File: src/rtl/mac_output_drain.sv
// Ping-pong output drain for the 16-lane MAC array.
// Captures 16 lane results at once and streams them one channel per beat on a valid/ready bus.
module mac_output_drain #(
  parameter int OUTPUT_WIDTH = 16,
  parameter bit RELU_EN      = 1'b0
) (
  input  logic                           clk,
  input  logic                           arst_n_in,
  input  logic                           capture,
  input  logic signed [OUTPUT_WIDTH-1:0] in0,
  input  logic signed [OUTPUT_WIDTH-1:0] in1,
  input  logic signed [OUTPUT_WIDTH-1:0] in2,
  input  logic signed [OUTPUT_WIDTH-1:0] in3,
  input  logic signed [OUTPUT_WIDTH-1:0] in4,
  input  logic signed [OUTPUT_WIDTH-1:0] in5,
  input  logic signed [OUTPUT_WIDTH-1:0] in6,
  input  logic signed [OUTPUT_WIDTH-1:0] in7,
  input  logic signed [OUTPUT_WIDTH-1:0] in8,
  input  logic signed [OUTPUT_WIDTH-1:0] in9,
  input  logic signed [OUTPUT_WIDTH-1:0] in10,
  input  logic signed [OUTPUT_WIDTH-1:0] in11,
  input  logic signed [OUTPUT_WIDTH-1:0] in12,
  input  logic signed [OUTPUT_WIDTH-1:0] in13,
  input  logic signed [OUTPUT_WIDTH-1:0] in14,
  input  logic signed [OUTPUT_WIDTH-1:0] in15,
  output logic                           capture_ready,
  output logic                           out_valid,
  input  logic                           out_ready,
  output logic signed [OUTPUT_WIDTH-1:0] out_data,
  output logic [3:0]                     out_ch,
  output logic                           out_last,
  output logic                           overflow,
  input  logic                           clear_overflow
);

  logic signed [OUTPUT_WIDTH-1:0] lane_in  [16];
  logic signed [OUTPUT_WIDTH-1:0] lane_val [16];
  logic signed [OUTPUT_WIDTH-1:0] bank     [2][16];
  logic [1:0] full;
  logic       wr_bank;
  logic       rd_bank;
  logic [3:0] ch;
  logic       cap_ok;
  logic       beat;

  always_comb begin
    lane_in[0]  = in0;  lane_in[1]  = in1;  lane_in[2]  = in2;  lane_in[3]  = in3;
    lane_in[4]  = in4;  lane_in[5]  = in5;  lane_in[6]  = in6;  lane_in[7]  = in7;
    lane_in[8]  = in8;  lane_in[9]  = in9;  lane_in[10] = in10; lane_in[11] = in11;
    lane_in[12] = in12; lane_in[13] = in13; lane_in[14] = in14; lane_in[15] = in15;
  end

  // ReLU on the sign bit alone, so the most-negative value also clamps to 0
  always_comb begin
    for (int k = 0; k < 16; k++) begin
      lane_val[k] = (RELU_EN && lane_in[k][OUTPUT_WIDTH-1]) ? '0 : lane_in[k];
    end
  end

  assign capture_ready = !full[wr_bank];
  assign out_valid     = full[rd_bank];
  assign out_data      = bank[rd_bank][ch];
  assign out_ch        = ch;
  assign out_last      = out_valid && (ch == 4'd15);
  assign cap_ok        = capture && capture_ready;
  assign beat          = out_valid && out_ready;

  always_ff @(posedge clk or negedge arst_n_in) begin
    if (!arst_n_in) begin
      for (int b = 0; b < 2; b++) begin
        for (int k = 0; k < 16; k++) begin
          bank[b][k] <= '0;
        end
      end
    end else if (cap_ok) begin
      for (int k = 0; k < 16; k++) begin
        bank[wr_bank][k] <= lane_val[k];
      end
    end
  end

  // cap_ok needs full[wr_bank]==0 and beat needs full[rd_bank]==1, so the two never touch the same bank
  always_ff @(posedge clk or negedge arst_n_in) begin
    if (!arst_n_in) begin
      full     <= 2'b00;
      wr_bank  <= 1'b0;
      rd_bank  <= 1'b0;
      ch       <= 4'd0;
      overflow <= 1'b0;
    end else begin
      if (cap_ok) begin
        full[wr_bank] <= 1'b1;
        wr_bank       <= ~wr_bank;
      end
      if (beat) begin
        ch <= ch + 4'd1;
        if (ch == 4'd15) begin
          full[rd_bank] <= 1'b0;
          rd_bank       <= ~rd_bank;
        end
      end
      if (capture && !capture_ready) begin
        overflow <= 1'b1;
      end else if (clear_overflow) begin
        overflow <= 1'b0;
      end
    end
  end

endmodule
File: config.mk
export PLATFORM = sky130hd
export DESIGN_NAME = mac_output_drain
export DESIGN_NICKNAME = d
export VERILOG_FILES = /design/src/rtl/mac_output_drain.sv
export SDC_FILE = /design/constraint.sdc
export NUM_CORES = 1
export LEC_CHECK = 0
export ABC_AREA = 1
export ABC_CLOCK_PERIOD_IN_PS = 2250
export CELL_PAD_IN_SITES_DETAIL_PLACEMENT = 0
export CELL_PAD_IN_SITES_GLOBAL_PLACEMENT = 1
export CORE_AREA = 3 3 238 240
export CTS_CLUSTER_DIAMETER = 100
export CTS_CLUSTER_SIZE = 40
export DETAILED_ROUTE_END_ITERATION = 10
export DIE_AREA = 0 0 241 243
export MAX_ROUTING_LAYER = met4
export PLACE_DENSITY = 0.95
export SLEW_MARGIN = 15
export SYNTH_ARGS = -nofsm -noshare
export SYNTH_HDL_FRONTEND = slang
export SYNTH_SLANG_ARGS = --single-unit
File: constraint.sdc
create_clock -name clk -period 2.25 [get_ports clk]
set_input_delay 0.3375 -clock clk [delete_from_list [all_inputs] [get_ports clk]]
set_output_delay 0.3375 -clock clk [all_outputs]
set_load 0.02 [all_outputs]
==> results.toml, run 1 <==
[floorplan]
pin_count = 285
start_util_pct = 44.6
num_rows = 86
dieWidth_um = 241
core_um2 = 54900
dieArea_um2 = 58600
die_h_um = 243

[layout]
fin_util_pct = 57.4
area_delta_synth_final_pct = 28.7
nets = 3697
multiInputGateArea_um2 = 10100
regArea_um2 = 13000
drive_above_1_share_pct = 12.7
fill_cells = 4948

[grt]
top_usage_layer = "met2"
grt_use_total_pct = 26.4
grt_pass1_vias = 21200
met2_usage_pct = 41.5
grt_overflow = 0
antenna_found_initial = 1
grt_max_degree = 93
grt_pass1_wl_um = 118000
use_met1_pct = 35.3
use_met3_pct = 4.45

[place]
portBuffers = 284
preCtsSetupSlack_ns = -0.363
dp_hpwl_um = 52000
gp_congestion = 0.850

[route]
drtAntennaViolNets = 0
drt-wirelength-per-cell_um = 18.5
drc = 0
wl_um = 76900
firstDrtPassIters = 6
via_per_inst = 5.28
vias = 21900
drtIter0Drc = 2080

[sta]
hold_viol_final = 0
setup_ws_ns = -0.618
fmax_mhz = 349
worst_pin_slew_ns = 0.426
grt_setup_unrepaired = "true"
fin_crit_ns = 2.87
final-max-slew-violation-count = 0
finClkSkew_ns = 0.0434
max-slew-margin-rel_pct = 71.6
setup_viol = 18
finalCritPeriodShare_pct = 127

[pwr]
pwr-share-comb_pct = 53.7
p_sw_share_pct = 43.2
p_leak_nw = 15.6
finalPower_mw = 44.6
p_sw_mw = 19.3
p_clk_share_pct = 11.0
vdd_drop_max_uv = 926
power_density_nw_per_um2 = 1420
p_seq_share_pct = 35.3
internal_power_mw = 25.3

[synth]
ys_async_sr_fraction_pct = 100
yosysWarnings = 0
synth.net_count = 3426
synth_seq_cells = 521
syn_area_per_cell_um2 = 7.73
synth.yosys.seq_area_share_pct = 53.3
synth_area_um2 = 24500
synth_cell_type_count = 22
synthCells = 3164
synth_edf_count = 0
synth_flop_cell = "dfrtp_1"

[cts]
cts_tree = "done"
worst_skew_pair.late_latency_ns = 0.60
clock_sinks = 521
ctsHtreeMaxLevel = 1
clk_pin_slew_worst_paths_ns = 0.12
clock_path_buffers = 3
numCtsBuffers = 19
cts_root_buf = "clkbuf_16"

[setup_path]
path_class = "flip-flop to primary output"
r2r_cells = 11
rr_endpoint = "rd_bank$_DFFE_PN0P_"
critPathLaunchType = "flip-flop"
crit_required_ns = 1.91
crit_fanout = 7
crit_path_end_kind = "primary output"
rrSetupSlack_ns = 0.08
r2r-start = "rd_bank$_DFFE_PN0P_"
arrival_ns = 2.53

[min_path]
hold_class = "primary input to asynchronous set/reset pin"

[status]
status = "finished, violations left"
violations = "negative setup slack"

[job]
cap_violations = 0
==> metrics by stage <==
step | area (µm²) | TNS, ns | hold slack, ns | std cells
6_report | 31500 | -10.09 | 0.254 | 4149
5_1_grt | 31500 | -11.65 | 0.261 | 4149
4_1_cts | 30400 | -10.0 | 0.249 | 4122
3_5_place_dp | 28800 | -4.40 | 0.289 | 4062
3_3_place_gp | 28800 | -4.22 | 0.284 | 4062
2_1_floorplan | 24500 | 0 | 0.0419 | 3164
==> power by group through the flow <==
stage | clock, mW | combinational [mW] | sequential, mW
5_1_grt | 5.28 | 26.3 | 16.2
4_1_cts | 4.98 | 21.7 | 15.6
6_report | 4.90 | 24.0 | 15.7
3_3_place_gp | 0 | 19.0 | 15.7
2_1_floorplan | 0 | 12.0 | 15.1
3_5_place_dp | 0 | 19.3 | 15.8
==> metal layers <==
layer	wire length [µm]	part of all wire (%)	vias up
li1	-	-	10500
met1	32800	43	10500
met2	36700	48	720
met3	5010	6.5	105
met4	2390	3.1	0
met5	0	0	-
==> Yosys cell counts (2+ instances only) <==
library cell / count / area share [%]
a21oi_1: 4 / 0.082
buf_1: 8 / 0.12
buf_2: 91 / 1.9
buf_4: 7 / 0.21
buf_6: 26 / 1.2
clkbuf_1: 89 / 1.4
dfrtp_1: 521 / 53
inv_1: 265 / 4.1
nand2_1: 1236 / 19
nand2_2: 2 / 0.051
nand3_1: 385 / 7.9
nor2_1: 5 / 0.077
o21ai_0: 513 / 10
xor2_1: 4 / 0.14
==> worst max-delay path: stages, from the launching register on <==
cell       delay (ns)
dfrtp_4          0.66
clkinv_8         0.16
buf_12           0.16
clkbuf_16        0.15
nand2_1          0.05
nand3_1          0.06
nand3_1          0.12
nand2_1          0.07
nand2_1          0.06
nand2_2          0.08
nand2_1          0.11
nand2_2          0.10
buf_6            0.14
==> cells in the final DEF (no fill, tap or decap), types with 2 or more instances in the layout <==
master and instances:
dfrtp_1 518, clkinv_8 2, inv_2 3, nor2_1 5
nand3_1 297, bufbuf_16 2, buf_12 72, a21oi_1 4
inv_16 3, nand2_2 80, dlygate4sd2_1 3, buf_16 15
buf_6 31, o21ai_0 513, dfrtp_4 3, clkdlybuf4s50_1 260
inv_6 4, nand3_4 2, inv_1 262, nand2_4 20
inv_12 3, xor2_1 3, buf_8 4, nand3_2 87
buf_4 67, clkbuf_16 31, nand2_1 1137
==> state kept, by name (all words and copies together), names as in the netlist <==
name	flops
bank	512
full	2
out_ch	4
overflow	1
rd_bank	1
wr_bank	1
==> kinds of logic (layout without fill, tap and decap cells) <==
logic type                 count (synthesis)  in the layout  share of synthesized area, %
AOI/OAI and AO/OA                        519            519                          10.6
adders and majority gates                  1              1                        0.0511
DFF                                      521            521                          53.3
xor gates and xnor gates                   4              4                         0.143
buffers and inverters                    488            768                          8.87
and+or+nand+nor                         1631           1631                          27.0
other                                      0              1                             0
==> area by class of cell <==
cell class / instances / share of cell area, %
timing repair buffer: 469 / 18.4
tap: 704 / 2.80
inverter: 267 / 3.24
clock inverter: 11 / 0.469
antenna: 1 / 0.00795
multi-input combinational: 2155 / 32.1
sequential: 521 / 41.4
timing repair inverter: 2 / 0.0874
clock buffer: 19 / 1.51
==> how the worst max path moves through the flow <==
stage	startpoint	to	slack, ns
4_1_cts	rd_bank$_DFFE_PN0P_	out_data[2]	-0.62
6_report	rd_bank$_DFFE_PN0P_	out_data[10]	-0.62
5_1_grt	rd_bank$_DFFE_PN0P_	out_data[9]	-0.68
2_1_floorplan	out_ch[1]$_DFFE_PN0P_	out_data[14]	0.45
3_3_place_gp	rd_bank$_DFFE_PN0P_	out_data[13]	-0.35
3_5_place_dp	rd_bank$_DFFE_PN0P_	out_data[10]	-0.36
==> timing repair <==
action	4_1_cts	5_1_grt
pin swaps	26	80
endpoints found under the setup margin	22	19
gates cloned	14	14
endpoints found under the hold margin	107	0
hold buffers	1	0
resized for setup	197	154
buffers inserted	15	13
No activity file was read; power rests on OpenSTA's default activity.
==> run 2: changes to the inputs <==
Settings changed: SKIP_CTS_REPAIR_TIMING set to 1.
==> run 2 against run 1 <==
Register-to-register slack gained 0.13 ns. Power shrank 5.8%. Sequential power is essentially flat. The run still ends with negative setup slack left. Non-clock buffer count shrank 31. Sequential share of layout area grew 1.6 points. Combinational power shrank 10%. Routed wire length shrank 2.2%. Worst hold slack lost 0.0018 ns. Count of clock-buffer cells in the layout is the same. Clock power is essentially flat. Cell area shrank 3.7%. Core utilization shrank 2.1 points.
==> results.toml, run 2 (synthesized netlist as in run 1, its figures left out) <==
[place]
preCtsSetupSlack_ns = -0.363
dp_hpwl_um = 52000
portBuffers = 284
dpl.cell_count = 4062
gp_congestion = 0.850

[route]
wl_um = 75200
drtIter0Drc = 2157
drc = 0
drtAntennaViolNets = 0
firstDrtPassIters = 5
via_per_inst = 5.25
vias = 21600
drt-wirelength-per-cell_um = 18.3

[layout]
final_common_cell = "nand2_1"
antenna_cells = 0
top_register = "bank"
fin_util_pct = 55.2
finalNonFillerCells = 4117
final_cell_mix = "nand2_1 (1187), dfrtp_1 (518), o21ai_0 (513)"
drive_above_1_share_pct = 8.56
area_delta_synth_final_pct = 23.9
nets = 3666
largest_reg_flops = 512

[pwr]
p_seq_share_pct = 37.3
power_density_nw_per_um2 = 1390
p_leak_nw = 15.2
p_sw_share_pct = 43.4
p_sw_mw = 18.3
vdd_drop_max_uv = 872
pwr-share-comb_pct = 51.1
internal_power_mw = 23.8
p_clk_share_pct = 11.7

[min_path]
hold_class = "primary input to asynchronous set/reset pin"

[setup_path]
r2r-start = "out_ch[0]$_DFFE_PN0P_"
path_cells = "inv_2 > buf_4 > buf_12 > buf_4 > nand3_1 > nand2_2 > nand2_1 > nand2_1 > nand2_1 > nand2_2 > buf_4"
arrival_ns = 2.51
crit_path_end_kind = "primary output"
rr_endpoint = "rd_bank$_DFFE_PN0P_"
path_class = "flip-flop to primary output"
critPathLaunchType = "flip-flop"
startpoint = "out_ch[1]$_DFFE_PN0P_"
crit_slowest_cell = "dfrtp_4"
r2r_cells = 8
crit_required_ns = 1.91
rrSetupSlack_ns = 0.21
cp_slowest_stage_delay_ns = 0.53
crit_fanout = 14

[status]
status = "finished, violations left"
violations = "negative setup slack"

[cts]
numCtsBuffers = 19
clock_sinks = 521
clk_pin_slew_worst_paths_ns = 0.13
worst_skew_pair.late_latency_ns = 0.60
clock_path_buffers = 3
cts_tree = "done"
ctsHtreeMaxLevel = 1
cts_root_buf = "clkbuf_16"

[floorplan]
start_util_pct = 44.6
core_um2 = 54900
die_h_um = 243
dieWidth_um = 241
dieArea_um2 = 58600
pin_count = 285
num_rows = 86

[sta]
finClkSkew_ns = 0.0383
max-slew-margin-rel_pct = 71.8
final-max-slew-violation-count = 0
worst_pin_slew_ns = 0.423
fmax_mhz = 351
fin_crit_ns = 2.85
finalCritPeriodShare_pct = 127
grt_setup_unrepaired = "true"
setup_ws_ns = -0.599
setup_viol = 18
hold_viol_final = 0

[grt]
grt_pass1_vias = 20700
grt_use_total_pct = 25.3
grt_max_degree = 93
grt_pass1_wl_um = 114000
grt_overflow = 0
antenna_found_initial = 0

[job]
cap_violations = 0
==> run 2: through the flow <==
stage               hold slack, ns  TNS, ns  area, µm²  power (mW)
floorplan                   0.0419        0      24500        27.2
global placement             0.284    -4.22      28800        34.6
detailed placement           0.289    -4.40      28800        35.1
CTS                         -0.357   -16.86      29400        39.9
global route                 0.262   -10.82      30300        45.1
finish                       0.252    -9.24      30300        42.0
==> run 2: worst max-delay path by stage <==
stage              endpoint  slack (ns)  cells after the start
5_1_grt         out_data[5]       -0.68                     11
3_3_place_gp   out_data[13]       -0.35                     11
2_1_floorplan  out_data[14]        0.45                      9
6_report        out_data[5]       -0.60                     11
3_5_place_dp   out_data[10]       -0.36                     11
4_1_cts        out_data[13]       -1.02                     11
==> run 2: worst max-delay path: cells and delay by family (launching register included) <==
family,cells,cell delay [ns]
buffers and inverters,5,0.77
AND/OR/NAND/NOR,6,0.62
flip-flops,1,0.53
==> run 2: layout make-up <==
cell class,count,area (µm²)
tap,704,881
inverter,267,1030
clock inverter,11,148
clock buffer,19,475
sequential,521,13000
timing repair inverter,2,22.5
multi-input combinational,2155,9580
timing repair buffer,438,5140
fill,5116,24600
==> run 2: power by group through the flow <==
stage | combinational [mW] | sequential [mW] | clock [mW]
floorplan | 12.0 | 15.1 | 0
global route | 23.7 | 16.1 | 5.28
global placement | 19.0 | 15.7 | 0
detailed placement | 19.3 | 15.8 | 0
finish | 21.5 | 15.7 | 4.90
CTS | 19.4 | 15.6 | 4.98
==> run 2: metal layers <==
| layer | part of all wire (%) | global-route usage (%) |
|---|---|---|
| met5 | 0 | - |
| met2 | 48 | 39.6 |
| met3 | 5.7 | 3.67 |
| met4 | 2.8 | 7.24 |
| met1 | 44 | 34.6 |
